$ cat src/rtl/vr_n_to_s_scan_decoder_pkg.sv
// Shared definitions for the N-to-S scan decoder.
//   mode_t      : 2-bit operating mode
//   MODE_*      : mode encodings (static, scan up, scan down, one-shot pulse)
package vr_n_to_s_scan_decoder_pkg;

  typedef logic [1:0] mode_t;

  localparam mode_t MODE_STATIC = 2'b00;
  localparam mode_t MODE_UP     = 2'b01;
  localparam mode_t MODE_DOWN   = 2'b10;
  localparam mode_t MODE_PULSE  = 2'b11;

endpackage

$ cat src/rtl/vr_n_to_s_scan_decoder_if.sv
// Control/status bundle of the N-to-S scan decoder.
//   en, mode, a, load : driven by the master (controller)
//   y, idx, err, wrap : driven by the slave (decoder)
interface vr_n_to_s_scan_decoder_if
  import vr_n_to_s_scan_decoder_pkg::*;
#(
  parameter int unsigned N = 3,
  parameter int unsigned S = 8
);

  logic         en;
  mode_t        mode;
  logic [N-1:0] a;
  logic         load;
  logic [S-1:0] y;
  logic [N-1:0] idx;
  logic         err;
  logic         wrap;

  modport master (
    output en, mode, a, load,
    input  y, idx, err, wrap
  );

  modport slave (
    input  en, mode, a, load,
    output y, idx, err, wrap
  );

endinterface

$ cat src/rtl/vr_tick_div.sv
// Scan prescaler: counts 0..DIV-1 while enabled and not cleared, asserting tick
// (combinationally) in the cycle the count sits at DIV-1.
//   clk, reset_n : clock, asynchronous active-low reset
//   clr          : synchronous clear to 0, suppresses tick
//   en           : count enable
//   tick         : one scan step this cycle
module vr_tick_div #(
  parameter int unsigned DIV = 4
) (
  input  logic clk,
  input  logic reset_n,
  input  logic clr,
  input  logic en,
  output logic tick
);

  localparam int unsigned CW = (DIV > 1) ? $clog2(DIV) : 1;
  localparam logic [CW-1:0] CntMax = CW'(DIV - 1);

  logic [CW-1:0] cnt_q, cnt_d;

  assign tick = en && !clr && (cnt_q == CntMax);

  always_comb begin
    cnt_d = cnt_q;
    if (clr) begin
      cnt_d = '0;
    end else if (en) begin
      cnt_d = tick ? '0 : cnt_q + CW'(1);
    end
  end

  always_ff @(posedge clk or negedge reset_n) begin
    if (!reset_n) begin
      cnt_q <= '0;
    end else begin
      cnt_q <= cnt_d;
    end
  end

endmodule

$ cat src/rtl/vr_n_to_s_scan_decoder.sv
// Registered N-to-S one-hot decoder with static, scan-up, scan-down and pulse modes.
//   clk, reset_n : clock, asynchronous active-low reset
//   bus (slave)  : en, mode, a, load in; y (one-hot), idx, err, wrap out
module vr_n_to_s_scan_decoder
  import vr_n_to_s_scan_decoder_pkg::*;
#(
  parameter int unsigned N   = 3,
  parameter int unsigned S   = 8,
  parameter int unsigned DIV = 4
) (
  input  logic                      clk,
  input  logic                      reset_n,
  vr_n_to_s_scan_decoder_if.slave   bus
);

  localparam logic [N-1:0] IdxMax = N'(S - 1);

  logic [S-1:0] y_q, y_d;
  logic [N-1:0] idx_q, idx_d;
  logic         err_q, err_d;
  logic         wrap_q, wrap_d;
  mode_t        mode_q;

  logic a_valid, scan_mode, mode_chg, run, tick;

  function automatic logic [S-1:0] onehot(input logic [N-1:0] k);
    return {{(S-1){1'b0}}, 1'b1} << k;
  endfunction

  assign a_valid   = 32'(bus.a) < S;
  assign scan_mode = (bus.mode == MODE_UP) || (bus.mode == MODE_DOWN);
  assign mode_chg  = bus.mode != mode_q;
  // Prescaler only runs while free-scanning; every other situation restarts it.
  assign run       = bus.en && scan_mode && !bus.load && !err_q && !mode_chg;

  vr_tick_div #(
    .DIV (DIV)
  ) u_tick_div (
    .clk     (clk),
    .reset_n (reset_n),
    .clr     (!run),
    .en      (bus.en),
    .tick    (tick)
  );

  always_comb begin
    y_d    = '0;
    idx_d  = idx_q;
    err_d  = err_q;
    wrap_d = 1'b0;
    if (bus.en) begin
      // Loads (and every static-mode cycle) share the same range-checked decode.
      if (bus.mode == MODE_STATIC || bus.load) begin
        if (a_valid) begin
          idx_d = bus.a;
          y_d   = onehot(bus.a);
          err_d = 1'b0;
        end else begin
          err_d = 1'b1;
        end
      end else if (scan_mode && !err_q) begin
        if (tick) begin
          if (bus.mode == MODE_UP) begin
            wrap_d = idx_q == IdxMax;
            idx_d  = wrap_d ? '0 : idx_q + N'(1);
          end else begin
            wrap_d = idx_q == '0;
            idx_d  = wrap_d ? IdxMax : idx_q - N'(1);
          end
        end
        y_d = onehot(idx_d);
      end
    end
  end

  always_ff @(posedge clk or negedge reset_n) begin
    if (!reset_n) begin
      y_q    <= '0;
      idx_q  <= '0;
      err_q  <= 1'b0;
      wrap_q <= 1'b0;
      mode_q <= MODE_STATIC;
    end else begin
      y_q    <= y_d;
      idx_q  <= idx_d;
      err_q  <= err_d;
      wrap_q <= wrap_d;
      mode_q <= bus.mode;
    end
  end

  assign bus.y    = y_q;
  assign bus.idx  = idx_q;
  assign bus.err  = err_q;
  assign bus.wrap = wrap_q;

endmodule

$ cat src/flat_wrapper.sv
// flat-port wrapper written by rule: the top's interface ports become plain ports
module vr_n_to_s_scan_decoder_flat import vr_n_to_s_scan_decoder_pkg::*;
#(
  parameter int unsigned N   = 3,
  parameter int unsigned S   = 8,
  parameter int unsigned DIV = 4
)
  (clk, reset_n, bus_en, bus_mode, bus_a, bus_load, bus_y, bus_idx, bus_err, bus_wrap);
  vr_n_to_s_scan_decoder_if #(.N(N), .S(S)) bus_i ();
  input  logic clk;
  input  logic reset_n;
  input wire logic [$bits(bus_i.en)-1:0] bus_en;
  input wire logic [$bits(bus_i.mode)-1:0] bus_mode;
  input wire logic [$bits(bus_i.a)-1:0] bus_a;
  input wire logic [$bits(bus_i.load)-1:0] bus_load;
  output wire logic [$bits(bus_i.y)-1:0] bus_y;
  output wire logic [$bits(bus_i.idx)-1:0] bus_idx;
  output wire logic [$bits(bus_i.err)-1:0] bus_err;
  output wire logic [$bits(bus_i.wrap)-1:0] bus_wrap;
  assign bus_i.en = bus_en;
  assign bus_i.mode = bus_mode;
  assign bus_i.a = bus_a;
  assign bus_i.load = bus_load;
  assign bus_y = bus_i.y;
  assign bus_idx = bus_i.idx;
  assign bus_err = bus_i.err;
  assign bus_wrap = bus_i.wrap;
  vr_n_to_s_scan_decoder #(.N(N), .S(S), .DIV(DIV)) u_core (.clk(clk), .reset_n(reset_n), .bus(bus_i));
endmodule
$ cat config.mk
export PLATFORM = sky130hd
export DESIGN_NAME = vr_n_to_s_scan_decoder_flat
export DESIGN_NICKNAME = d
export VERILOG_FILES = /design/src/rtl/vr_n_to_s_scan_decoder_pkg.sv /design/src/rtl/vr_n_to_s_scan_decoder_if.sv /design/src/rtl/vr_tick_div.sv /design/src/rtl/vr_n_to_s_scan_decoder.sv /design/src/flat_wrapper.sv
export SDC_FILE = /design/constraint.sdc
export NUM_CORES = 1
export LEC_CHECK = 0
export ABC_AREA = 1
export BUFFER_PORTS_ARGS = -buffer_cell sky130_fd_sc_hd__buf_4
export CAP_MARGIN = 5
export CORE_UTILIZATION = 55
export DETAILED_ROUTE_END_ITERATION = 8
export PLACE_DENSITY_LB_ADDON = 0.05
export SLEW_MARGIN = 20
export SYNTH_ARGS = -nofsm -noshare
export SYNTH_HDL_FRONTEND = slang
export SYNTH_HIERARCHICAL = 1
export SYNTH_SLANG_ARGS = --single-unit
$ cat constraint.sdc
create_clock -name clk -period 2.9 [get_ports clk]
set_clock_uncertainty 0.1 [all_clocks]
set_input_delay 0.435 -clock clk [delete_from_list [all_inputs] [get_ports clk]]
set_output_delay 0.435 -clock clk [all_outputs]
set_load 0.02 [all_outputs]
==> run summary, run 1 <==
- **outcome** completed
- **placer's final routability congestion estimate** 0.832
- **Synth Area in Compound Gates** 0.117
- **P per Cell Area** 470 nW/µm²
- **area fraction in and, or, nand and nor cells after synthesis** 0.300
- **switching power summed over all nets** 0.196 mW
- **combinational family with the most area after synthesis** simple AND/OR/NAND/NOR gates
- **antenna violations before repair** 0
- **cell type with the highest aggregate area in the netlist** sky130_fd_sc_hd__dfrtp_1
- **vias post-DR** 911
- **clock transition at the register clock pins on the worst setup and hold paths after CTS** 0.10 ns
- **fill cell count** 146
- **clock sink total** 16
- **Layout Area Growth over Synthesis** 21.0%
- **sequential power share** 0.429
- **cell internal power dissipation** 0.381 mW
- **H-Tree Depth** 1
- **number of buffers on the longest clock path** 2
- **Vias per Instance** 5.18
- **number of clock buffers inserted by TritonCTS** 3
- **type of element launching the critical path** primary input
- **Post-Synth XOR/XNOR Area** 0.0173
- **critical path, cell by cell** buf_4 -> inv_1 -> ha_1 -> nand2_1 -> inv_1 -> o2111ai_1 -> nor3b_2 -> inv_2 -> nand2_2 -> nand2_1 -> nor2_1 -> nor2_1 -> nor3_2
- **portion of total power attributed to combinational logic** 0.317
- **Area contributors post-synth** sky130_fd_sc_hd__dfrtp_1, sky130_fd_sc_hd__nand2_1, sky130_fd_sc_hd__ha_1
- **number of flops mapped to enable cells by yosys** 0
- **Max stage delay cell, worst path** sky130_fd_sc_hd__nor3b_2
- **antenna-violating nets left** 0
- **max frequency** 0.438 GHz
- **fraction of power spent switching nets** 0.339
- **TritonCTS clock tree** done
- **Yosys Warn Count** 6
- **Yosys cell types** 25
- **number of design rule violations left after detail routing** 0
- **portion of total power attributed to the clock network** 0.254
- **Post-Synth Adder-Cell Area** 0.0863
- **post-detailed-placement half-perimeter wirelength** 1.61 mm
- **dominant register cell in the synthesized netlist** sky130_fd_sc_hd__dfrtp_1
- **kind of cell adding the most delay to the critical path** simple AND/OR/NAND/NOR gates
- **count of TritonRoute iterations in the first routing pass** 5
- **drt initial violations** 37
- **met3 track utilization from global routing** 0.0360
- **fraction of final layout cells with drive strength greater than 1** 0.291
- **worst-path fanout max** 5
- **I/O Buffers** 20
- **class of the most critical hold timing path** primary input to flip-flop
- **final design instance area without fill** 1230 µm²
- **multiplexer area fraction after synthesis** 0
- **area of the core region** 1730 µm²
- **Total Negative Setup Slacks** 0 ns
- **power after layout** 0.577 mW
- **gate count after technology mapping** 128
- **routed wire length** 2.06 mm
- **floorplan row count** 15
- **number of register bits inferred by synthesis** 16
- **met1 layer usage reported by global route** 0.327
- **area enclosed by the die boundary** 2020 µm²
- **delay of the slowest critical-path stage** 0.43 ns
- **Global Route Usage Sum** 0.237
- **via count of the first global-routing pass** 775
- **most frequently used cell type in the post-synthesis netlist** sky130_fd_sc_hd__nand2_1
- **largest vdd supply drop** 0.000398 V
- **total global routing overflow** 0
- **RSZ-0062 raised after global routing** no
- **final hold violations** 0
- **leakage dissipation** 0.654 nW
- **sequential fraction of the synthesis area** 0.395
- **Final Net Count** 168
- **final clock period utilization by the worst path** 0.787
- **# IOs** 22
- **met2 Track Usage GR** 0.365
- **antenna diode count** 0
- **most heavily used metal layer in global routing** met2
- **synth cell count leaders** sky130_fd_sc_hd__nand2_1, sky130_fd_sc_hd__dfrtp_1, sky130_fd_sc_hd__nor2_1
- **Min Clock Period, post-route** 2.28 ns
- **post-synthesis area per instance** 7.93 µm²
- **crit end category** flip-flop
- **vertical die dimension** 45.0 µm
- **Worst Path Required** 3.01 ns
- **Netlist Area Pre-Place** 1010 µm²
- **Synthesized Nets** 144
- **Crit Path Category** primary input to flip-flop
- **setup repair bufs after CTS** 0
- **max cap viols** 0
- **async set-reset flop share out of synthesis** 1.00
- **worst endpoint data arrival time** 2.39 ns
- **Buf+Inv Stages, Crit Path** 4
- **wire length of the first global-routing pass** 3.37 mm
- **source-to-sink clock delay at the later pin of the worst-skew pair** 0.29 ns
- **starting density of the core** 0.588
- **portion of synthesized cell area occupied by the leading cell type** 0.395
- **count of endpoints failing setup in the final report** 0
- **final number of max-transition violations** 0
- **Clock Root Buffer** sky130_fd_sc_hd__clkbuf_4
- **Placed Area** 1180 µm²
- **largest net degree at the start of global routing** 17
- **routed length per placed instance** 11.7 µm
- **Die Span X** 45.0 µm
-- logic make-up after synthesis --
family	count (synthesis)
xor+xnor	2
other cells	1
flops	16
fa+ha+maj	7
buf+inv	20
simple gates	62
compound gates	20
-- area by class of cell --
cell class	count	area, µm²	area share
clock buffer	4	36.3	0.0296
multi-input combinational	92	532	0.433
tap	25	31.3	0.0255
sequential	16	400	0.326
inverter	18	67.6	0.0550
timing repair buffer	21	160	0.130
-- timing repair --
| item | in CTS | in global routing |
|---|---|---|
| endpoints found under the hold margin | 16 | 0 |
| hold buffers | 1 | 0 |
| gates resized for setup | 0 | 0 |
-- worst paths after layout --
check / startpoint / endpoint / slack, ns / cells after the start
max: bus_mode[1] / u_core/bus.y[3] / 0.62 / 13
min: bus_mode[1] / u_core/mode_q[1] / 0.16 / 1
max reg2reg: u_core/mode_q[1] / u_core/bus.y[3] / 0.83 / 9
min reg2reg: u_core/u_tick_div/cnt_q[1] / u_core/u_tick_div/cnt_q[1] / 0.41 / 2
max in group asynchronous: reset_n / u_core/bus.y[4] / 2.09 / 2
min in group asynchronous: reset_n / u_core/mode_q[1] / 0.43 / 2
-- placed cells by master (no fill, tap or decap), drive strengths merged --
master / n
a22oi: 1
nor3b: 1
xnor2: 2
o21ai: 6
nand2: 27
a21oi: 11
o22ai: 1
conb: 1
inv: 18
clkbuf: 4
ha: 7
nand4: 1
nor2: 19
nor3: 2
nand3: 12
dlygate4sd3: 1
dfrtp: 16
o2111ai: 1
buf: 20
-- metrics by stage --
step | hold slack (ns) | instances | setup slack, ns | util
4_1_cts | 0.144 | 176 | 0.650 | 0.711
3_5_place_dp | 0.205 | 171 | 0.342 | 0.684
5_1_grt | 0.141 | 176 | 0.419 | 0.711
6_report | 0.156 | 176 | 0.616 | 0.711
2_1_floorplan | 0.0394 | 128 | 0.658 | -
3_3_place_gp | 0.202 | 171 | 0.447 | 0.684
-- routing by layer --
layer | up-vias | part of all wire
met5 | - | 0
met4 | 0 | 0.0083
met2 | 39 | 0.48
li1 | 459 | -
met1 | 409 | 0.45
met3 | 4 | 0.058
-- sequential cells by signal, indices dropped and copies added, names as in the netlist --
| register | flops |
|---|---|
| u_core/bus.y | 8 |
| u_core/bus.idx | 3 |
| u_core/mode_q | 2 |
| u_core/u_tick_div/cnt_q | 2 |
| u_core/bus.wrap | 1 |
-- power groups by stage --
| stage | sequential, mW | clock, mW | combinational (mW) |
|---|---|---|---|
| floorplan | 0.267 | 0 | 0.108 |
| global placement | 0.251 | 0 | 0.175 |
| detailed placement | 0.252 | 0 | 0.179 |
| CTS | 0.248 | 0.154 | 0.181 |
| global route | 0.250 | 0.161 | 0.202 |
| finish | 0.248 | 0.147 | 0.183 |
(Power assumes the default switching activity.)
==> run 2, diff against run 1 <==
--- a/config.mk
+++ b/config.mk
@@ -8,7 +8,7 @@
 export ABC_AREA = 1
 export BUFFER_PORTS_ARGS = -buffer_cell sky130_fd_sc_hd__buf_4
 export CAP_MARGIN = 5
-export CORE_UTILIZATION = 55
+export CORE_UTILIZATION = 52
 export DETAILED_ROUTE_END_ITERATION = 8
 export PLACE_DENSITY_LB_ADDON = 0.05
 export SLEW_MARGIN = 20
==> constraint.sdc (replaced) <==
create_clock -name clk -period 2.21 [get_ports clk]
set_clock_uncertainty 0.1 [all_clocks]
set_input_delay 0.3315 -clock clk [delete_from_list [all_inputs] [get_ports clk]]
set_output_delay 0.3315 -clock clk [all_outputs]
set_load 0.02 [all_outputs]
==> run 2 against run 1 <==
Clock-buffer cell count stayed put. Cell area grew 2.4%. Sequential share of layout area shrank 0.78 points. First-iteration DRC count is 11% lower. Non-clock buffer count up 4. Sequential cell count unchanged. Sequential power up 31%. Utilization decreased by 0.56 points. Hold slack worse by 0.10 ns. Critical endpoint is now u_core/bus.y[4]. Largest power group unchanged.
==> run summary, run 2 (same netlist as run 1, synthesis figures left out) <==
- **outcome** completed
- **routed wire length** 2.16 mm
- **fraction of final layout cells with drive strength greater than 1** 0.310
- **Global Route Usage Sum** 0.231
- **starting density of the core** 0.569
- **RSZ-0062 raised after global routing** no
- **routed length per placed instance** 12.0 µm
- **Clock Root Buffer** sky130_fd_sc_hd__clkbuf_4
- **start point of the critical path** bus_mode[0]
- **clock sink total** 16
- **final clock period utilization by the worst path** 0.846
- **clock transition at the register clock pins on the worst setup and hold paths after CTS** 0.10 ns
- **number of flip-flops in the largest register** 8
- **Vias per Instance** 5.13
- **count of endpoints failing setup in the final report** 0
- **Min Clock Period, post-route** 1.87 ns
- **cell internal power dissipation** 0.504 mW
- **P per Cell Area** 613 nW/µm²
- **Crit Path Category** primary input to flip-flop
- **Layout Area Growth over Synthesis** 23.9%
- **total global routing overflow** 0
- **number of design rule violations left after detail routing** 0
- **count of TritonRoute iterations in the first routing pass** 4
- **crit end category** flip-flop
- **Storage cell area** 400 µm²
- **max frequency** 0.535 GHz
- **power after layout** 0.770 mW
- **leading cell types in the layout, fill and taps excluded** sky130_fd_sc_hd__buf_4, sky130_fd_sc_hd__nand2_1, sky130_fd_sc_hd__dfrtp_1
- **Final Net Count** 172
- **portion of total power attributed to the clock network** 0.260
- **number of clock buffers inserted by TritonCTS** 3
- **worst endpoint data arrival time** 1.99 ns
- **worst-path fanout max** 4
- **antenna diode count** 0
- **fraction of power spent switching nets** 0.346
- **final number of max-transition violations** 0
- **# IOs** 22
- **source-to-sink clock delay at the later pin of the worst-skew pair** 0.29 ns
- **portion of total power attributed to combinational logic** 0.317
- **H-Tree Depth** 1
- **leakage dissipation** 0.673 nW
- **final design instance area without fill** 1260 µm²
- **depth of the worst register-to-register path** 8
- **vertical die dimension** 46.2 µm
- **antenna-violating nets left** 0
- **worst reg2reg path startpoint** u_core/mode_q[1]
- **number of cells in the finished layout apart from fillers** 180
- **antenna violations before repair** 0
- **fill cell count** 153
- **Placed Area** 1210 µm²
- **Worst Path Required** 2.33 ns
- **Hold Slack** 0.0513 ns
- **area used by multi-input combinational logic** 532 µm²
- **number of cells in the design after placement** 175
- **area of the core region** 1780 µm²
- **Setup WS post-layout** 0.340 ns
- **post-detailed-placement half-perimeter wirelength** 1.66 mm
- **TritonCTS clock tree** done
- **largest net degree at the start of global routing** 17
- **area enclosed by the die boundary** 2130 µm²
- **setup slack of the most critical reg-to-reg path** 0.38 ns
- **utilization of the core after routing** 0.705
- **Total Negative Setup Slacks** 0 ns
- **sequential power share** 0.423
- **Setup Slack @ Placement** 0.0257 ns
- **vias post-DR** 924
- **drt initial violations** 33
- **number of buffers on the longest clock path** 2
- **Die Span X** 46.2 µm
- **wire length of the first global-routing pass** 3.48 mm
- **switching power summed over all nets** 0.266 mW
- **max cap viols** 0
- **endpoint of the worst register-to-register path** u_core/bus.y[4]
- **final hold violations** 0
- **via count of the first global-routing pass** 842
- **placer's final routability congestion estimate** 0.873
- **floorplan row count** 15
- **largest vdd supply drop** 0.000471 V
- **I/O Buffers** 20
- **class of the most critical hold timing path** primary input to flip-flop
- **capture point of the critical path** u_core/bus.y[4]
- **type of element launching the critical path** primary input
## run 2: metal layers
metal | global-route usage | share of wire | up-vias
li1 | - | - | 465
met1 | 0.293 | 0.45 | 430
met2 | 0.392 | 0.50 | 27
met3 | 0.0431 | 0.049 | 2
met4 | 0.0765 | 0.0051 | 0
met5 | 0 | 0 | -
## run 2: how the worst min path moves through the flow
stage / from / end / cells past startpoint
2_1_floorplan: reset_n / u_core/bus.idx[0] / 0
3_3_place_gp: reset_n / u_core/mode_q[0] / 1
3_5_place_dp: reset_n / u_core/mode_q[0] / 1
4_1_cts: bus_mode[1] / u_core/mode_q[1] / 1
5_1_grt: bus_mode[1] / u_core/mode_q[1] / 1
6_report: bus_mode[1] / u_core/mode_q[1] / 1
## run 2: power by group through the flow
stage,Sequential [mW],Clock (mW),Combinational (mW)
after floorplan,0.350,0,0.141
after global placement,0.331,0,0.237
after detailed placement,0.331,0,0.240
after CTS,0.325,0.203,0.244
after global routing,0.328,0.221,0.271
final,0.325,0.200,0.244
## run 2: timing repair
action / in CTS / in global routing
hold buffers: 1 / 0
hold endpoints to repair: 16 / 0
resized for setup: 0 / 0
setup buffers: 0 / 0
## run 2: cell type report
class | instances | share of cell area
Clock buffer | 4 | 0.0289
Multi-Input combinational cell | 92 | 0.423
Timing Repair Buffer | 25 | 0.151
Inverter | 18 | 0.0537
Sequential cell | 16 | 0.318
Tap cell | 25 | 0.0249
## run 2: worst max-delay path: stages
cell                        delay (ns)
sky130_fd_sc_hd__buf_4            0.10
sky130_fd_sc_hd__inv_1            0.04
sky130_fd_sc_hd__ha_1             0.29
sky130_fd_sc_hd__nand2_1          0.05
sky130_fd_sc_hd__inv_1            0.06
sky130_fd_sc_hd__o2111ai_1        0.16
sky130_fd_sc_hd__nor3b_2          0.26
sky130_fd_sc_hd__buf_4            0.17
sky130_fd_sc_hd__nand3_2          0.12
sky130_fd_sc_hd__a21oi_2          0.18
sky130_fd_sc_hd__nand3_1          0.10
sky130_fd_sc_hd__a21oi_1          0.14
==> run 3, diff against run 2 <==
--- a/config.mk
+++ b/config.mk
@@ -8,7 +8,7 @@
 export ABC_AREA = 1
 export BUFFER_PORTS_ARGS = -buffer_cell sky130_fd_sc_hd__buf_4
 export CAP_MARGIN = 5
-export CORE_UTILIZATION = 52
+export CORE_UTILIZATION = 47
 export DETAILED_ROUTE_END_ITERATION = 8
 export PLACE_DENSITY_LB_ADDON = 0.05
 export SLEW_MARGIN = 20
==> constraint.sdc (replaced) <==
create_clock -name clk -period 1.6 [get_ports clk]
set_clock_uncertainty 0.1 [all_clocks]
set_input_delay 0.24 -clock clk [delete_from_list [all_inputs] [get_ports clk]]
set_output_delay 0.24 -clock clk [all_outputs]
set_load 0.02 [all_outputs]
==> run 3 against run 2 <==
The flow now finishes with violations (setup timing). Clock-buffer cell count did not move. Sequential power rose by 39%. Via count rose by 12%. Global-route usage rose by 0.27 points. Combinational power rose by 77%. Worst setup slack got worse by 0.60 ns. Die area rose by 10%. Non-clock buffer count rose by 16. Total power rose by 50%. Hold slack improved by 0.092 ns. Critical endpoint is now u_core/bus.y[6].
==> run summary, run 3 (same netlist as run 1, synthesis figures left out) <==
- **Die Span X** 48.5 µm
- **number of design rule violations left after detail routing** 0
- **Setup Slack @ Placement** -0.407 ns
- **outcome** complete, but fails checks
- **Max stage delay cell, worst path** sky130_fd_sc_hd__dfrtp_1
- **crit end category** flip-flop
- **area enclosed by the die boundary** 2350 µm²
- **kind of cell adding the most delay to the critical path** compound AO/OA/AOI/OAI gates
- **HP Start** bus_a[1]
- **switching power summed over all nets** 0.401 mW
- **Storage cell area** 400 µm²
- **starting density of the core** 0.507
- **TritonCTS clock tree** done
- **Global Route Usage Sum** 0.234
- **clock sink total** 16
- **routed wire length** 2.56 mm
- **P per Cell Area** 788 nW/µm²
- **Setup WS post-layout** -0.264 ns
- **number of cells in the design after placement** 192
- **final number of max-transition violations** 0
- **Buf+Inv Stages, Crit Path** 1
- **# IOs** 22
- **worst reg2reg path startpoint** u_core/mode_q[0]
- **number of cells in the finished layout apart from fillers** 198
- **count of TritonRoute iterations in the first routing pass** 4
- **portion of total power attributed to combinational logic** 0.375
- **placer's final routability congestion estimate** 0.901
- **fill cell count** 163
- **vias post-DR** 1,032
- **I/O Buffers** 20
- **Worst Path Required** 1.73 ns
- **antenna-violating nets left** 0
- **wire length of the first global-routing pass** 4.22 mm
- **largest vdd supply drop** 0.000621 V
- **worst endpoint data arrival time** 1.99 ns
- **clock transition at the register clock pins on the worst setup and hold paths after CTS** 0.10 ns
- **number of flip-flops in the largest register** 8
- **RSZ-0062 raised after global routing** yes
- **total global routing overflow** 0
- **Final Net Count** 188
- **routed length per placed instance** 12.9 µm
- **critical path, cell by cell** xnor2_2 -> o2111ai_2 -> nor3b_2 -> buf_4 -> nand3_4 -> a21oi_2 -> nand3_1 -> a21oi_1
- **drt initial violations** 28
- **number of buffers on the longest clock path** 2
- **final clock period utilization by the worst path** 1.16
- **Vias per Instance** 5.21
- **violated checks** setup timing
- **cell internal power dissipation** 0.756 mW
- **leakage dissipation** 0.765 nW
- **Clock Root Buffer** sky130_fd_sc_hd__clkbuf_4
- **setup repair bufs after CTS** 0
- **Total Negative Setup Slacks** -2.19 ns
- **Placed Area** 1350 µm²
- **count of endpoints failing setup in the final report** 11
- **number of clock buffers inserted by TritonCTS** 3
- **H-Tree Depth** 1
- **sequential power share** 0.390
- **source-to-sink clock delay at the later pin of the worst-skew pair** 0.29 ns
- **area used by multi-input combinational logic** 618 µm²
- **max frequency** 0.537 GHz
- **portion of total power attributed to the clock network** 0.235
- **antenna diode count** 0
- **most common cell after layout, fill and taps aside** sky130_fd_sc_hd__buf_4
- **max cap viols** 0
- **Crit Path Category** flip-flop to flip-flop
- **worst-path fanout max** 4
- **floorplan row count** 16
- **Layout Area Growth over Synthesis** 44.8%
- **start point of the critical path** u_core/mode_q[0]
- **largest net degree at the start of global routing** 17
- **via count of the first global-routing pass** 976
- **final design instance area without fill** 1470 µm²
- **antenna violations before repair** 0
- **Min Clock Period, post-route** 1.86 ns
- **leading cell types in the layout, fill and taps excluded** sky130_fd_sc_hd__buf_4, sky130_fd_sc_hd__nand2_1, sky130_fd_sc_hd__dfrtp_1
- **vertical die dimension** 48.5 µm
- **fraction of final layout cells with drive strength greater than 1** 0.456
- **area of the core region** 2000 µm²
- **class of the most critical hold timing path** primary input to flip-flop
- **fraction of power spent switching nets** 0.347
- **power after layout** 1.16 mW
- **final hold violations** 0
- **delay of the slowest critical-path stage** 0.41 ns
- **type of element launching the critical path** flip-flop
- **post-detailed-placement half-perimeter wirelength** 1.89 mm
## run 3: power groups by stage
| stage | logic (mW) | registers [mW] | clock network, mW |
|---|---|---|---|
| 3_3_place_gp | 0.384 | 0.458 | 0 |
| 5_1_grt | 0.474 | 0.455 | 0.291 |
| 6_report | 0.433 | 0.451 | 0.272 |
| 2_1_floorplan | 0.203 | 0.484 | 0 |
| 4_1_cts | 0.413 | 0.451 | 0.281 |
| 3_5_place_dp | 0.393 | 0.459 | 0 |
## run 3: routing by layer
layer	wire length (µm)	global-route usage
met4	44	0.0735
met5	0	0
met3	132	0.0409
met1	1070	0.288
met2	1320	0.415
## run 3: area by class of cell
type,instances,area share
Tap cell,27,0.0230
Multi-Input combinational cell,92,0.421
Inverter,18,0.0460
Sequential cell,16,0.273
Clock buffer,4,0.0247
Timing Repair Buffer,41,0.213
## run 3: worst register-to-register path: stages (launching register included)
cell                        delay [ns]
sky130_fd_sc_hd__dfrtp_1          0.41
sky130_fd_sc_hd__xnor2_2          0.15
sky130_fd_sc_hd__o2111ai_2        0.16
sky130_fd_sc_hd__nor3b_2          0.27
sky130_fd_sc_hd__buf_4            0.18
sky130_fd_sc_hd__nand3_4          0.10
sky130_fd_sc_hd__a21oi_2          0.19
sky130_fd_sc_hd__nand3_1          0.11
sky130_fd_sc_hd__a21oi_1          0.13
## run 3: worst paths after layout
check                           cells past startpoint                         end  slack [ns]
worst min register to register                      2  u_core/u_tick_div/cnt_q[1]        0.42
worst min-delay path                                3             u_core/bus.y[6]        0.14
max in group asynchronous                           2             u_core/bus.y[7]        0.98
worst max register to register                      8             u_core/bus.y[6]       -0.26
worst max-delay path                                8             u_core/bus.y[6]       -0.26
min in group asynchronous                           2            u_core/mode_q[0]        0.23
## run 3: per-stage QoR
| step | hold slack, ns | util |
|---|---|---|
| final | 0.143 | 0.734 |
| after detailed placement | 0.0140 | 0.674 |
| after global placement | 0.0113 | 0.674 |
| after global routing | 0.152 | 0.734 |
| after floorplan | -0.156 | - |
| after CTS | 0.137 | 0.718 |
## run 3: timing repair
item | 4_1_cts | 5_1_grt
hold endpoints to repair | 17 | 0
endpoints found under the setup margin | 11 | 11
gates resized for setup | 6 | 8
pin swaps | 1 | 4
hold buffers | 2 | 0
